File: src/rtl/throw_pkg.sv
// Shared types and defaults for the throw controller.
// THROW_DEBOUNCE_EN selects the debounced input build.
package throw_pkg;

  localparam int DEF_PINS   = 10;
  localparam int DEF_THROWS = 3;

  typedef enum logic [1:0] {
    IDLE    = 2'd0,
    ROLLING = 2'd1,
    NEXT    = 2'd2,
    OVER    = 2'd3
  } state_t;

  typedef logic [3:0] pins_t;
  typedef logic [1:0] idx_t;

  // Counter width able to hold n-1, never narrower than one bit.
  function automatic int unsigned cnt_width(input int unsigned n);
    return (n > 1) ? $clog2(n) : 1;
  endfunction

endpackage

File: src/rtl/debounce_edge.sv
// Synchroniser, optional debounce filter (THROW_DEBOUNCE_EN) and press-edge pulse
// for one active-low asynchronous input.
module debounce_edge
`ifdef THROW_DEBOUNCE_EN
#(
  parameter int unsigned DEBOUNCE_CYCLES = 500000
)
`endif
(
  input  logic clk_i,
  input  logic rst_ni,
  input  logic raw_n_i,
  output logic press_o
);

  logic [1:0] sync_q;
  logic       lvl;
  logic       lvl_p_q;

  // Released level (1) is the reset value so reset release never looks like a press.
  always_ff @(posedge clk_i or negedge rst_ni) begin
    if (!rst_ni) sync_q <= 2'b11;
    else         sync_q <= {sync_q[0], raw_n_i};
  end

`ifdef THROW_DEBOUNCE_EN
  import throw_pkg::*;

  localparam int unsigned CW = cnt_width(DEBOUNCE_CYCLES);
  localparam logic [CW-1:0] CNT_MAX = CW'(DEBOUNCE_CYCLES - 1);

  logic [CW-1:0] cnt_q, cnt_d;
  logic          filt_q, filt_d;

  // Any sample equal to the filtered level restarts the run of differing samples.
  always_comb begin
    cnt_d  = cnt_q;
    filt_d = filt_q;
    if (sync_q[1] == filt_q) begin
      cnt_d = '0;
    end else if (cnt_q == CNT_MAX) begin
      filt_d = sync_q[1];
      cnt_d  = '0;
    end else begin
      cnt_d = cnt_q + 1'b1;
    end
  end

  always_ff @(posedge clk_i or negedge rst_ni) begin
    if (!rst_ni) begin
      cnt_q  <= '0;
      filt_q <= 1'b1;
    end else begin
      cnt_q  <= cnt_d;
      filt_q <= filt_d;
    end
  end

  assign lvl = filt_q;
`else
  assign lvl = sync_q[1];
`endif

  always_ff @(posedge clk_i or negedge rst_ni) begin
    if (!rst_ni) lvl_p_q <= 1'b1;
    else         lvl_p_q <= lvl;
  end

  assign press_o = lvl_p_q & ~lvl;

endmodule

File: src/rtl/throw_controller.sv
// Conditions start/pin inputs and sequences a game of THROWS throws, emitting one
// registered hit pulse per counted pin. THROW_DEBOUNCE_EN enables input debouncing.
module throw_controller
  import throw_pkg::*;
#(
  parameter int unsigned DEBOUNCE_CYCLES = 500000,
  parameter int unsigned SETTLE_CYCLES   = 50000000,
  parameter int unsigned PINS            = DEF_PINS,
  parameter int unsigned THROWS          = DEF_THROWS
) (
  input  logic       CLOCK_50,
  input  logic       resetn,
  input  logic       start_n,
  input  logic       pin_n,
  output logic       hit,
  output logic [3:0] pins_down,
  output logic [1:0] throw_idx,
  output logic       throw_active,
  output logic       game_over
);

  localparam int unsigned TW = cnt_width(SETTLE_CYCLES);
  localparam logic [TW-1:0] RELOAD   = TW'(SETTLE_CYCLES - 1);
  localparam pins_t         PINS_MAX = pins_t'(PINS);
  localparam idx_t          LAST_IDX = idx_t'(THROWS - 1);

  logic start_ev, pin_ev;

`ifdef THROW_DEBOUNCE_EN
  debounce_edge #(.DEBOUNCE_CYCLES(DEBOUNCE_CYCLES)) u_start (
    .clk_i(CLOCK_50), .rst_ni(resetn), .raw_n_i(start_n), .press_o(start_ev)
  );
  debounce_edge #(.DEBOUNCE_CYCLES(DEBOUNCE_CYCLES)) u_pin (
    .clk_i(CLOCK_50), .rst_ni(resetn), .raw_n_i(pin_n), .press_o(pin_ev)
  );
`else
  debounce_edge u_start (
    .clk_i(CLOCK_50), .rst_ni(resetn), .raw_n_i(start_n), .press_o(start_ev)
  );
  debounce_edge u_pin (
    .clk_i(CLOCK_50), .rst_ni(resetn), .raw_n_i(pin_n), .press_o(pin_ev)
  );
`endif

  state_t        state_q, state_d;
  logic [TW-1:0] timer_q, timer_d;
  pins_t         pins_q,  pins_d;
  idx_t          idx_q,   idx_d;
  logic          hit_q,   hit_d;

  always_ff @(posedge CLOCK_50 or negedge resetn) begin
    if (!resetn) begin
      state_q <= IDLE;
      timer_q <= '0;
      pins_q  <= '0;
      idx_q   <= '0;
      hit_q   <= 1'b0;
    end else begin
      state_q <= state_d;
      timer_q <= timer_d;
      pins_q  <= pins_d;
      idx_q   <= idx_d;
      hit_q   <= hit_d;
    end
  end

  always_comb begin
    state_d = state_q;
    timer_d = timer_q;
    pins_d  = pins_q;
    idx_d   = idx_q;
    hit_d   = 1'b0;
    case (state_q)
      IDLE: begin
        if (start_ev) begin
          state_d = ROLLING;
          pins_d  = '0;
          timer_d = RELOAD;
        end
      end
      ROLLING: begin
        // A pin arriving as the timer expires wins: it is counted and reopens the window.
        if (pin_ev && (pins_q < PINS_MAX)) begin
          pins_d  = pins_q + 1'b1;
          timer_d = RELOAD;
          hit_d   = 1'b1;
          if (pins_q + 1'b1 == PINS_MAX) state_d = NEXT;
        end else if ((pins_q == PINS_MAX) || (timer_q == '0)) begin
          state_d = NEXT;
        end else begin
          timer_d = timer_q - 1'b1;
        end
      end
      NEXT: begin
        if (idx_q == LAST_IDX) begin
          state_d = OVER;
        end else begin
          idx_d   = idx_q + 1'b1;
          state_d = IDLE;
        end
      end
      OVER: begin
        if (start_ev) begin
          state_d = IDLE;
          idx_d   = '0;
          pins_d  = '0;
        end
      end
      default: state_d = IDLE;
    endcase
  end

  always_comb begin
    throw_active = (state_q == ROLLING);
    game_over    = (state_q == OVER);
  end

  assign hit       = hit_q;
  assign pins_down = pins_q;
  assign throw_idx = idx_q;

endmodule

File: config.mk
export PLATFORM = sky130hd
export DESIGN_NAME = throw_controller
export DESIGN_NICKNAME = d
export VERILOG_FILES = /design/src/rtl/throw_pkg.sv /design/src/rtl/debounce_edge.sv /design/src/rtl/throw_controller.sv
export SDC_FILE = /design/constraint.sdc
export NUM_CORES = 1
export LEC_CHECK = 0
export ABC_AREA = 1
export ABC_CLOCK_PERIOD_IN_PS = 2300
export BUFFER_PORTS_ARGS = -buffer_cell sky130_fd_sc_hd__clkbuf_2
export CAP_MARGIN = 20
export CORE_ASPECT_RATIO = 1.2
export CORE_MARGIN = 2
export CORE_UTILIZATION = 40
export DETAILED_ROUTE_END_ITERATION = 12
export PLACE_DENSITY_LB_ADDON = 0.3
export SLEW_MARGIN = 20
export SYNTH_ARGS = -nofsm -noshare
export SYNTH_HDL_FRONTEND = slang
export SYNTH_SLANG_ARGS = --single-unit
File: constraint.sdc
create_clock -name CLOCK_50 -period 2.3 [get_ports CLOCK_50]
set_clock_uncertainty 0.1 [all_clocks]
set_input_delay 0.575 -clock CLOCK_50 [delete_from_list [all_inputs] [get_ports CLOCK_50]]
set_output_delay 0.575 -clock CLOCK_50 [all_outputs]
set_load 0.02 [all_outputs]
==> summary.md <==
| Metric | Value |
|---|---|
| Initial core utilization | 0.409 |
| Maximum number of pins on one net before global-route repair | 43 |
| Antenna violations before repair | 0 |
| Max-slew violations | 0 |
| Clock share of power | 0.162 |
| Core area | a little under 7000 um2 |
| Part of the power in combinational logic | 0.517 |
| Number of I/O pins | 13 |
| CTS H-tree depth | 2 |
| Routed vias/inst | approximately 5.1 |
| Total global-route track usage | 0.185 |
| Register-to-register setup slack | 0.20 ns |
| Clock sink total | 41 |
| Switching share of power | 0.492 |
| Power, Total | around 3.8 mW |
| Maximum clock frequency | approximately 460 MHz |
| CTS tree | done |
| Seq pwr share | 0.321 |
| Data arrival time of the critical path | ~1.5 ns |
| Total number of yosys warnings | 0 |
| Maximum number of buffers from clock root to sink | 2 |
| Hold WS | between 0.1 and 0.15 ns |
| Kind of start point of the critical path | register |
| Switching power | 1.85 mW |
| Minimum period implied by the final worst setup slack | approximately 2.2 ns |
| Area of the die | between 7000 and 8000 um2 |
| Later-pin clock latency in the skew report | slightly above 0.3 ns |
| Register bit total from synthesis | 41 |
| Hold Fails Final Rpt | 0 |
| Clock buffers created by TritonCTS | 5 |
| Post-placement worst setup slack | just over 0.08 ns |
| Final setup violating endpoints | 0 |
| Antenna Violating Nets Remaining | 0 |
| Maxcap violations | 0 |
| Post-layout utilization of the core | 0.450 |
| Unrepaired setup endpoints after global routing | false |
| Hold buffer count at cts | 0 |
| Routed length per placed instance | about 13 um |
| Final cycle utilization of the critical path | 0.945 |
| Die outline height | approximately 95 um |
| Global-route wire length before repair | between 10000 and 15000 um |
| CP endpoint kind | output port |
| P&R area growth vs syn | 10.1% |
| HPWL after DPL | roughly 4800 um |
| Number of instances in the synthesized netlist | about 390 |
| Vias in the first global route | ~2400 |
| Setup total negative slack | 0 ns |
| Global placer's final weighted congestion | 0.874 |
| Worst min path class | input port to asynchronous set/reset pin |
| Per-instance average area after synthesis | 7.02 um2 |
| Ratio of cells with drive above 1 in the final layout | 0.156 |
| Syn Nets | 409 |
| Count of buffers from port buffering | 12 |
| Power density over cell area | between 1000 and 1500 nW/um2 |
| Clock slew seen by the registers of the worst setup and hold paths | about 0.09 ns |
| Gr ovfl total | 0 |
| # nets final | roughly 420 |
| 1st-pass router iterations | 4 |
| Vias after detailed routing | 2533 |
| Die W | 79.9 um |
| Slew at the pin closest to its max-slew limit | roughly 0.55 ns |
| Leak Pwr | ~1.5 nW |
| Portion of the post-synthesis area used by sequential elements | 0.373 |
| Worst max-slew margin expressed relative to the limit | 0.636 |
| Total routed wirelength | around 6400 um |
| Internal power | 1.91 mW |
| Root Driver | sky130_fd_sc_hd__clkbuf_8 |
| Maximum ir drop on the vdd rail | 0.00101 V |
| CP Class | register to output port |
| Unique masters post-synth | 26 |
| Count of filler cells inserted in the layout | 693 |
| Critical path peak fanout | 20 |
| Final worst-path setup slack | roughly 0.13 ns |
| Data required time of the worst path | about 1.6 ns |
| Remaining design rule violation count | 0 |
| Drt initial violations | 179 |
| Run status | completed |
| Cell area after synthesis | approximately 2800 um2 |
| Count of standard-cell rows | 33 |
| Ant. Diodes | 0 |
power groups by stage:
stage                     registers (mW)  logic (mW)  clock network, mW
final                               1.20        1.94              0.610
after global routing                1.23        2.19              0.654
after CTS                           1.20        1.90              0.620
after detailed placement            1.21        1.90                  0
after global placement              1.21        1.85                  0
after floorplan                     1.19        1.59                  0
per-layer routing:
metal,global-route usage,wire (um),vias up
met5,0,0,-
met4,0.0607,63,0
met3,0.0379,292,5
met2,0.319,3260,60
met1,0.230,2820,1167
li1,-,-,1301
final timing paths:
kind / startpoint / to / cells after the start
worst min register to register: u_start.sync_q[0]$_DFF_PN1_ / u_start.sync_q[1]$_DFF_PN1_ / 0
worst max register to register: timer_q[0]$_DFFE_PN0P_ / timer_q[24]$_DFFE_PN0P_ / 11
max in group asynchronous: resetn / throw_idx[0]$_DFFE_PN0P_ / 2
worst max-delay path: state_q[1]$_DFFE_PN0P_ / throw_active / 4
worst min-delay path: resetn / timer_q[3]$_DFFE_PN0P_ / 1
min in group CLOCK_50: pin_n / u_pin.sync_q[0]$_DFF_PN1_ / 1
final cells by class:
class                      instances  area [um2]  area share
timing repair buffer              16         110      0.0361
sequential                        41        1030       0.339
clock buffer                       5        68.8      0.0226
multi-input combinational        296        1500       0.492
tap                               87         109      0.0357
clock inverter                     3        46.3      0.0152
inverter                          48         180      0.0591
critical path, cell delays in order, from the launching register on:
cell and delay [ns]:
sky130_fd_sc_hd__dfrtp_1 0.43, sky130_fd_sc_hd__inv_1 0.15, sky130_fd_sc_hd__ha_1 0.22, sky130_fd_sc_hd__buf_8 0.20, sky130_fd_sc_hd__clkbuf_2 0.20
Yosys cell counts:
master / count / area share
sky130_fd_sc_hd__inv_2: 6 / 0.0081
sky130_fd_sc_hd__a21oi_1: 5 / 0.0090
sky130_fd_sc_hd__nand2_4: 1 / 0.0041
sky130_fd_sc_hd__buf_2: 2 / 0.0036
sky130_fd_sc_hd__nand4_1: 24 / 0.054
sky130_fd_sc_hd__buf_6: 4 / 0.016
sky130_fd_sc_hd__inv_1: 42 / 0.057
sky130_fd_sc_hd__xor2_1: 3 / 0.0095
sky130_fd_sc_hd__dfrtp_1: 35 / 0.32
sky130_fd_sc_hd__o21a_1: 1 / 0.0027
sky130_fd_sc_hd__o21ai_2: 15 / 0.047
sky130_fd_sc_hd__ha_1: 11 / 0.050
sky130_fd_sc_hd__or2_2: 1 / 0.0023
sky130_fd_sc_hd__nand2_1: 108 / 0.15
sky130_fd_sc_hd__dfstp_2: 6 / 0.057
sky130_fd_sc_hd__nand3_1: 42 / 0.076
sky130_fd_sc_hd__nor2_2: 3 / 0.0068
sky130_fd_sc_hd__o21ai_0: 12 / 0.022
sky130_fd_sc_hd__o22ai_1: 2 / 0.0045
sky130_fd_sc_hd__nand3_2: 1 / 0.0036
sky130_fd_sc_hd__clkbuf_1: 3 / 0.0041
sky130_fd_sc_hd__nor2_4: 1 / 0.0041
sky130_fd_sc_hd__o21ai_1: 2 / 0.0036
sky130_fd_sc_hd__nor2_1: 58 / 0.079
sky130_fd_sc_hd__nor3_1: 1 / 0.0018
sky130_fd_sc_hd__nand2_2: 5 / 0.011
cell families after synthesis:
group | Yosys count | share of synthesized area
buf+inv | 57 | 0.0891
compound gates | 37 | 0.0891
fa+ha+maj | 11 | 0.0497
simple gates | 245 | 0.389
xor+xnor | 3 | 0.00950
flops | 41 | 0.373
cell usage in the layout, fill, tap and decap left out, types with 2 or more instances in the layout:
cell and instances:
sky130_fd_sc_hd__nand3_1 42, sky130_fd_sc_hd__o22ai_1 2, sky130_fd_sc_hd__a21oi_1 5, sky130_fd_sc_hd__xor2_1 3
sky130_fd_sc_hd__nand4_1 24, sky130_fd_sc_hd__dfstp_2 6, sky130_fd_sc_hd__nor2_1 58, sky130_fd_sc_hd__inv_2 6
sky130_fd_sc_hd__inv_1 42, sky130_fd_sc_hd__clkbuf_8 5, sky130_fd_sc_hd__o21ai_1 2, sky130_fd_sc_hd__nand2_2 5
sky130_fd_sc_hd__o21ai_2 15, sky130_fd_sc_hd__nor2_2 3, sky130_fd_sc_hd__o21ai_0 12, sky130_fd_sc_hd__dfrtp_1 35
sky130_fd_sc_hd__nand2_1 108, sky130_fd_sc_hd__ha_1 10, sky130_fd_sc_hd__clkbuf_2 12, sky130_fd_sc_hd__buf_4 2
stage by stage:
stage	std cells	instance area, um2
5_1_grt	496	3050
3_3_place_gp	488	2910
4_1_cts	496	3030
6_report	496	3050
3_5_place_dp	488	2910
2_1_floorplan	394	2770
state kept, by name, summed over array words and instances, names as in the netlist:
name,flops
state_q,2
pins_down,4
u_start.sync_q,2
u_pin.sync_q,2
throw_idx,2
u_start.lvl_p_q,1
u_pin.lvl_p_q,1
hit,1
timer_q,26
what timing repair did:
item	4_1_cts	5_1_grt
hold endpoints to repair	0	0
gates resized for setup	0	4
setup buffers	0	0
setup endpoints to repair	0	27
Power figures use the tool's default switching activity.
